**config.mk**
```make
export PLATFORM = sky130hd
export DESIGN_NAME = imem_dmem_arbiter
export DESIGN_NICKNAME = d
export VERILOG_FILES = /design/src/rtl/imem_dmem_arbiter_pkg.sv /design/src/rtl/imem_dmem_arbiter_req_mux.sv /design/src/rtl/imem_dmem_arbiter.sv
export SDC_FILE = /design/constraint.sdc
export NUM_CORES = 1
export LEC_CHECK = 0
export ABC_AREA = 1
export BUFFER_PORTS_ARGS = -buffer_cell sky130_fd_sc_hd__buf_2
export CORE_AREA = 10 10 100 102
export CTS_CLUSTER_SIZE = 14
export DETAILED_ROUTE_END_ITERATION = 8
export DIE_AREA = 0 0 110 112
export GPL_TIMING_DRIVEN = 0
export PLACE_DENSITY_LB_ADDON = 0.08
export SLEW_MARGIN = 20
export SYNTH_ARGS = -nofsm -noshare
export SYNTH_HDL_FRONTEND = slang
export SYNTH_HIERARCHICAL = 1
export SYNTH_SLANG_ARGS = --single-unit
```
**constraint.sdc**
```tcl
create_clock -name clk -period 2 [get_ports clk]
set_input_delay 0.3 -clock clk [delete_from_list [all_inputs] [get_ports clk]]
set_output_delay 0.3 -clock clk [all_outputs]
set_load 0.01 [all_outputs]
```
**src/rtl/imem_dmem_arbiter_pkg.sv**
```systemverilog
// Shared types and defaults for the unified instruction/data memory arbiter.
// Latency: n/a (types and constants only).
// Backpressure: n/a.
//
// Contents: FSM state encoding, transaction owner encoding, default bus
// widths and a helper that maps an FSM state to the requester it serves.
package imem_dmem_arbiter_pkg;

  localparam int ADDR_W_DEF     = 32;
  localparam int DATA_W_DEF     = 32;
  localparam int STARVE_MAX_DEF = 4;

  typedef enum logic [1:0] {
    ARB_IDLE    = 2'd0,
    ARB_IF_WAIT = 2'd1,
    ARB_DS_WAIT = 2'd2
  } arb_state_e;

  typedef enum logic [1:0] {
    OWN_NONE = 2'd0,
    OWN_IF   = 2'd1,
    OWN_DS   = 2'd2
  } arb_owner_e;

  // At most one transaction is ever outstanding, so the wait state alone
  // identifies who owns the response in flight.
  function automatic arb_owner_e owner_of(input arb_state_e s);
    case (s)
      ARB_IF_WAIT: return OWN_IF;
      ARB_DS_WAIT: return OWN_DS;
      default:     return OWN_NONE;
    endcase
  endfunction

endpackage

```
**src/rtl/imem_dmem_arbiter_req_mux.sv**
```systemverilog
// Picks the winning requester and muxes its fields onto the memory request.
// Latency: purely combinational, zero cycles.
// Backpressure: none here; the caller qualifies the selection with mem_ready.
//
// Ports: en (arbiter idle and out of reset), prefer_if (anti-starvation
// override), fetch/data request fields in, sel_if/sel_ds and mem_* fields out.
module arb_req_mux
  import imem_dmem_arbiter_pkg::*;
#(
  parameter int ADDR_W = ADDR_W_DEF,
  parameter int DATA_W = DATA_W_DEF
) (
  input  logic                en,
  input  logic                prefer_if,
  input  logic                if_req,
  input  logic [ADDR_W-1:0]   if_addr,
  input  logic                ds_req,
  input  logic                ds_we,
  input  logic [ADDR_W-1:0]   ds_addr,
  input  logic [DATA_W-1:0]   ds_wdata,
  input  logic [DATA_W/8-1:0] ds_wstrb,
  output logic                sel_if,
  output logic                sel_ds,
  output logic                mem_req,
  output logic                mem_we,
  output logic [ADDR_W-1:0]   mem_addr,
  output logic [DATA_W-1:0]   mem_wdata,
  output logic [DATA_W/8-1:0] mem_wstrb
);

  always_comb begin
    sel_if    = 1'b0;
    sel_ds    = 1'b0;
    mem_req   = 1'b0;
    mem_we    = 1'b0;
    mem_addr  = '0;
    mem_wdata = '0;
    mem_wstrb = '0;
    if (en) begin
      // Data normally wins; prefer_if only matters when fetch is asking too.
      if (ds_req && !(prefer_if && if_req)) begin
        sel_ds = 1'b1;
      end else if (if_req) begin
        sel_if = 1'b1;
      end
      mem_req = sel_if | sel_ds;
      if (sel_ds) begin
        mem_we    = ds_we;
        mem_addr  = ds_addr;
        mem_wdata = ds_wdata;
        mem_wstrb = ds_wstrb;
      end else if (sel_if) begin
        // Fetches are always reads with no byte lanes enabled.
        mem_addr  = if_addr;
      end
    end
  end

endmodule

```
**src/rtl/imem_dmem_arbiter.sv**
```systemverilog
// Shares one single-ported memory between fetch and load/store, one
// transaction in flight. Latency: request and grant are combinational in
// IDLE, response is routed combinationally; one idle bubble after each
// response. Backpressure: mem_ready low holds mem_req and withholds gnt;
// requesters hold req until gnt.
//
// Ports: clk, rst_n; fetch port if_*; data port ds_*; memory port mem_*.
// Optional build macro ARB_STARVE_GUARD_EN: after STARVE_MAX back-to-back
// data grants with fetch waiting, fetch wins the next grant.
module imem_dmem_arbiter
  import imem_dmem_arbiter_pkg::*;
#(
  parameter int ADDR_W     = ADDR_W_DEF,
  parameter int DATA_W     = DATA_W_DEF,
  parameter int STARVE_MAX = STARVE_MAX_DEF
) (
  input  logic                clk,
  input  logic                rst_n,
  input  logic                if_req,
  input  logic [ADDR_W-1:0]   if_addr,
  output logic                if_gnt,
  output logic                if_rvalid,
  output logic [DATA_W-1:0]   if_rdata,
  input  logic                if_flush,
  input  logic                ds_req,
  input  logic                ds_we,
  input  logic [ADDR_W-1:0]   ds_addr,
  input  logic [DATA_W-1:0]   ds_wdata,
  input  logic [DATA_W/8-1:0] ds_wstrb,
  output logic                ds_gnt,
  output logic                ds_rvalid,
  output logic [DATA_W-1:0]   ds_rdata,
  output logic                mem_req,
  output logic                mem_we,
  output logic [ADDR_W-1:0]   mem_addr,
  output logic [DATA_W-1:0]   mem_wdata,
  output logic [DATA_W/8-1:0] mem_wstrb,
  input  logic                mem_ready,
  input  logic                mem_rvalid,
  input  logic [DATA_W-1:0]   mem_rdata
);

  arb_state_e state;
  arb_owner_e owner;
  logic       drop_q;
  logic       idle;
  logic       sel_if;
  logic       sel_ds;
  logic       prefer_if;

  // Gating with rst_n keeps every output low while reset is asserted, even
  // if requesters are already driving req.
  assign idle  = rst_n && (state == ARB_IDLE);
  assign owner = owner_of(state);

  arb_req_mux #(
    .ADDR_W (ADDR_W),
    .DATA_W (DATA_W)
  ) u_req_mux (
    .en        (idle),
    .prefer_if (prefer_if),
    .if_req    (if_req),
    .if_addr   (if_addr),
    .ds_req    (ds_req),
    .ds_we     (ds_we),
    .ds_addr   (ds_addr),
    .ds_wdata  (ds_wdata),
    .ds_wstrb  (ds_wstrb),
    .sel_if    (sel_if),
    .sel_ds    (sel_ds),
    .mem_req   (mem_req),
    .mem_we    (mem_we),
    .mem_addr  (mem_addr),
    .mem_wdata (mem_wdata),
    .mem_wstrb (mem_wstrb)
  );

  assign if_gnt = sel_if && mem_ready;
  assign ds_gnt = sel_ds && mem_ready;

  // A flush arriving together with the fetch response kills it as well as
  // one remembered from earlier in the wait.
  assign if_rvalid = rst_n && (owner == OWN_IF) && mem_rvalid && !drop_q && !if_flush;
  assign ds_rvalid = rst_n && (owner == OWN_DS) && mem_rvalid;
  assign if_rdata  = if_rvalid ? mem_rdata : '0;
  assign ds_rdata  = ds_rvalid ? mem_rdata : '0;

  always_ff @(posedge clk or negedge rst_n) begin
    if (!rst_n) begin
      state  <= ARB_IDLE;
      drop_q <= 1'b0;
    end else begin
      case (state)
        ARB_IDLE: begin
          // mem_rvalid here is a stray and is deliberately ignored.
          if (if_gnt) begin
            state  <= ARB_IF_WAIT;
            drop_q <= if_flush;
          end else if (ds_gnt) begin
            state  <= ARB_DS_WAIT;
          end
        end
        ARB_IF_WAIT: begin
          if (mem_rvalid) begin
            state  <= ARB_IDLE;
            drop_q <= 1'b0;
          end else if (if_flush) begin
            drop_q <= 1'b1;
          end
        end
        ARB_DS_WAIT: begin
          if (mem_rvalid) begin
            state <= ARB_IDLE;
          end
        end
        default: begin
          state  <= ARB_IDLE;
          drop_q <= 1'b0;
        end
      endcase
    end
  end

`ifdef ARB_STARVE_GUARD_EN
  localparam int CNT_W = $clog2(STARVE_MAX + 1);

  logic [CNT_W-1:0] starve_cnt;

  assign prefer_if = (starve_cnt == CNT_W'(STARVE_MAX));

  // Counts data grants taken while fetch was asking; saturates so the
  // override stays armed until fetch actually gets through.
  always_ff @(posedge clk or negedge rst_n) begin
    if (!rst_n) begin
      starve_cnt <= '0;
    end else if (if_gnt) begin
      starve_cnt <= '0;
    end else if ((state == ARB_IDLE) && !if_req) begin
      starve_cnt <= '0;
    end else if (ds_gnt && if_req && (starve_cnt != CNT_W'(STARVE_MAX))) begin
      starve_cnt <= starve_cnt + CNT_W'(1);
    end
  end
`else
  // Strict data-over-fetch priority; STARVE_MAX is only meaningful with the
  // guard built in, the term below is constant zero.
  assign prefer_if = 1'b0 & (STARVE_MAX != 0);
`endif

endmodule
```
==> impl_metrics.json <==
{
  "p_leak_uw": 0.00267,
  "synth_cell_types": 17,
  "fin_setup_tns_ns": 0,
  "synthXorXnorAreaFrac": 0,
  "port_buffers": 277,
  "numCtsBuffers": 3,
  "multi_input_area_mm2": 0.00141,
  "maxCapViolCount": 0,
  "avgSynthCellArea_um2": 4.91,
  "diodes": 0,
  "synthAdderAreaFrac": 0.0299,
  "status": "completed",
  "crit_path_end_kind": "output port",
  "critical_path_required_ns": 1.70,
  "clock_latency_ns": 0.21,
  "grt_pass1_vias": 3112,
  "avgViaCountPerCell": 4.21,
  "root_buffer": "clkbuf_8",
  "finalHoldViolCount": 0,
  "finalPower_uw": 1580,
  "timing.fmax_mhz": 507,
  "synth_seq_area_share": 0.0448,
  "clockBufferDepth": 2,
  "synthSimpleGateAreaFrac": 0.643,
  "placementRows": 33,
  "maxSlewViolCount": 0,
  "netlist_area_mm2": 0.00167,
  "power_density_mw_per_mm2": 390,
  "layout_commonest_cell": "buf_2",
  "synth_nets": 485,
  "grt_setup_unrepaired": "yes",
  "htreeDepth": 1,
  "hold_path.class": "input port to flop",
  "drt-initial-drc-count": 115,
  "wirelength_um": 11100,
  "grt-ovfl-total": 0,
  "fillers": 820,
  "synth_compound_area_frac": 0.00598,
  "hold-worst-slack_ns": 0.467,
  "nNetsFinal": 782,
  "cts_tree": "yes",
  "grt_max_degree": 13,
  "min_period_ns": 1.97,
  "arrival_ns": 1.67,
  "fin_crit_sh": 0.985,
  "grt_first_pass_wirelength_um": 15200,
  "wl_per_cell_um": 15.0,
  "layout_common_cells": "buf_2 (241), inv_1 (77), nand3_1 (67)",
  "seqCellArea_um2": 75.1,
  "fin_worst_skew_ns": 0.000576,
  "area_growth_pct": 142,
  "antenna_found_initial": 0,
  "finish.utilization": 0.502,
  "ant_nets": 0,
  "dp_hpwl_um": 8960,
  "setup_violations": 0,
  "synth_top_family_by_area": "simple AND/OR/NAND/NOR gates",
  "place_congestion": 0.783,
  "num_vias": 3124,
  "start_util": 0.208,
  "synth_mux_area_frac": 0,
  "dr.pass1.iters": 4,
  "io_pins": 278,
  "die-area_mm2": 0.0123,
  "max-vdd-ir-drop_v": 0.000199,
  "worstSetupPathType": "flop to output port",
  "drive_gt1_frac": 0.604,
  "ys_seq_elements": 3,
  "worst-path-max-fanout": 7,
  "drc_errors": 0,
  "synth_warnings": 6,
  "coreArea_mm2": 0.00805,
  "clkTransAtPathRegs_ns": 0.03,
  "die_h_um": 112,
  "fp.dieW_um": 110,
  "grt_usage": 0.149,
  "cts_sinks": 3,
  "syn_inst": 341,
  "startpoint_type": "flop"
}
## cell usage after synthesis (all sizes together)
cell | n | area share
inv | 84 | 0.19
nor2 | 105 | 0.32
a21oi | 2 | 0.0060
nand3 | 69 | 0.21
ha | 4 | 0.030
conb | 1 | 0.0022
nand2 | 51 | 0.12
buf | 21 | 0.084
clkbuf | 1 | 0.0022
dfrtp | 3 | 0.045
## metal layers
layer	vias up	GRT usage	share of wire
met4	0	0.0382	0.017
met3	14	0.0634	0.13
li1	1583	-	-
met5	-	0	0
met2	166	0.295	0.55
met1	1361	0.129	0.31
## registers in the layout (all words and copies together), names as in the netlist
| name | flops |
|---|---|
| state | 2 |
| drop_q | 1 |
## stage by stage
step	instance area, um^2	std cells	setup slack [ns]
final	4050	742	0.0293
after global routing	4050	742	-0.0845
after CTS	3340	734	0.0105
after detailed placement	3190	723	-0.0643
after global placement	3190	723	-0.0428
after floorplan	1670	341	0.263
## worst max-delay path: stages, from the launching register on
cell,delay (ns)
dfrtp_1,0.38
inv_2,0.09
ha_4,0.14
nand2_2,0.05
inv_2,0.06
nand2_2,0.05
inv_2,0.07
nand2_2,0.07
buf_8,0.15
clkbuf_16,0.16
nor2_2,0.09
buf_2,0.15
## power breakdown
group | internal, uW | total (uW) | switching, uW
logic | 607 | 1300 | 696
clock network | 136 | 172 | 35.9
registers | 84.0 | 103 | 19.0
total | 827 | 1580 | 751
## final timing paths
check | cells past startpoint | slack, ns | end | from
min reg2reg | 2 | 0.58 | drop_q | drop_q
max in group asynchronous | 2 | 1.30 | state[1] | rst_n
min in group asynchronous | 2 | 0.54 | drop_q | rst_n
max reg2reg | 16 | 0.27 | state[0] | state[0]
min | 5 | 0.47 | state[0] | mem_ready
max | 11 | 0.03 | mem_wdata[23] | state[0]
## repair_timing
item                                    4_1_cts  5_1_grt
pin swaps                                     0        4
gates resized for setup                      16      117
endpoints found under the hold margin         3        0
buffers inserted                              7        4
endpoints found under the setup margin       68       94
cloned                                        0        4
hold buffers                                  1        0
## cell families after synthesis
family | count (synthesis)
AND/OR/NAND/NOR | 225
flip-flops | 3
AO/OA/AOI/OAI | 2
adder cells (fa/ha/maj) | 4
buffers and inverters | 106
other | 1
## layout make-up
type / count / share of cell area
Timing Repair Buffer: 293 / 0.457
Multi-Input combinational cell: 232 / 0.347
Buffer: 21 / 0.0547
Tap cell: 105 / 0.0325
Sequential cell: 3 / 0.0186
Inverter: 84 / 0.0792
Clock buffer: 4 / 0.0111
No activity file was read; power rests on OpenSTA's default activity.
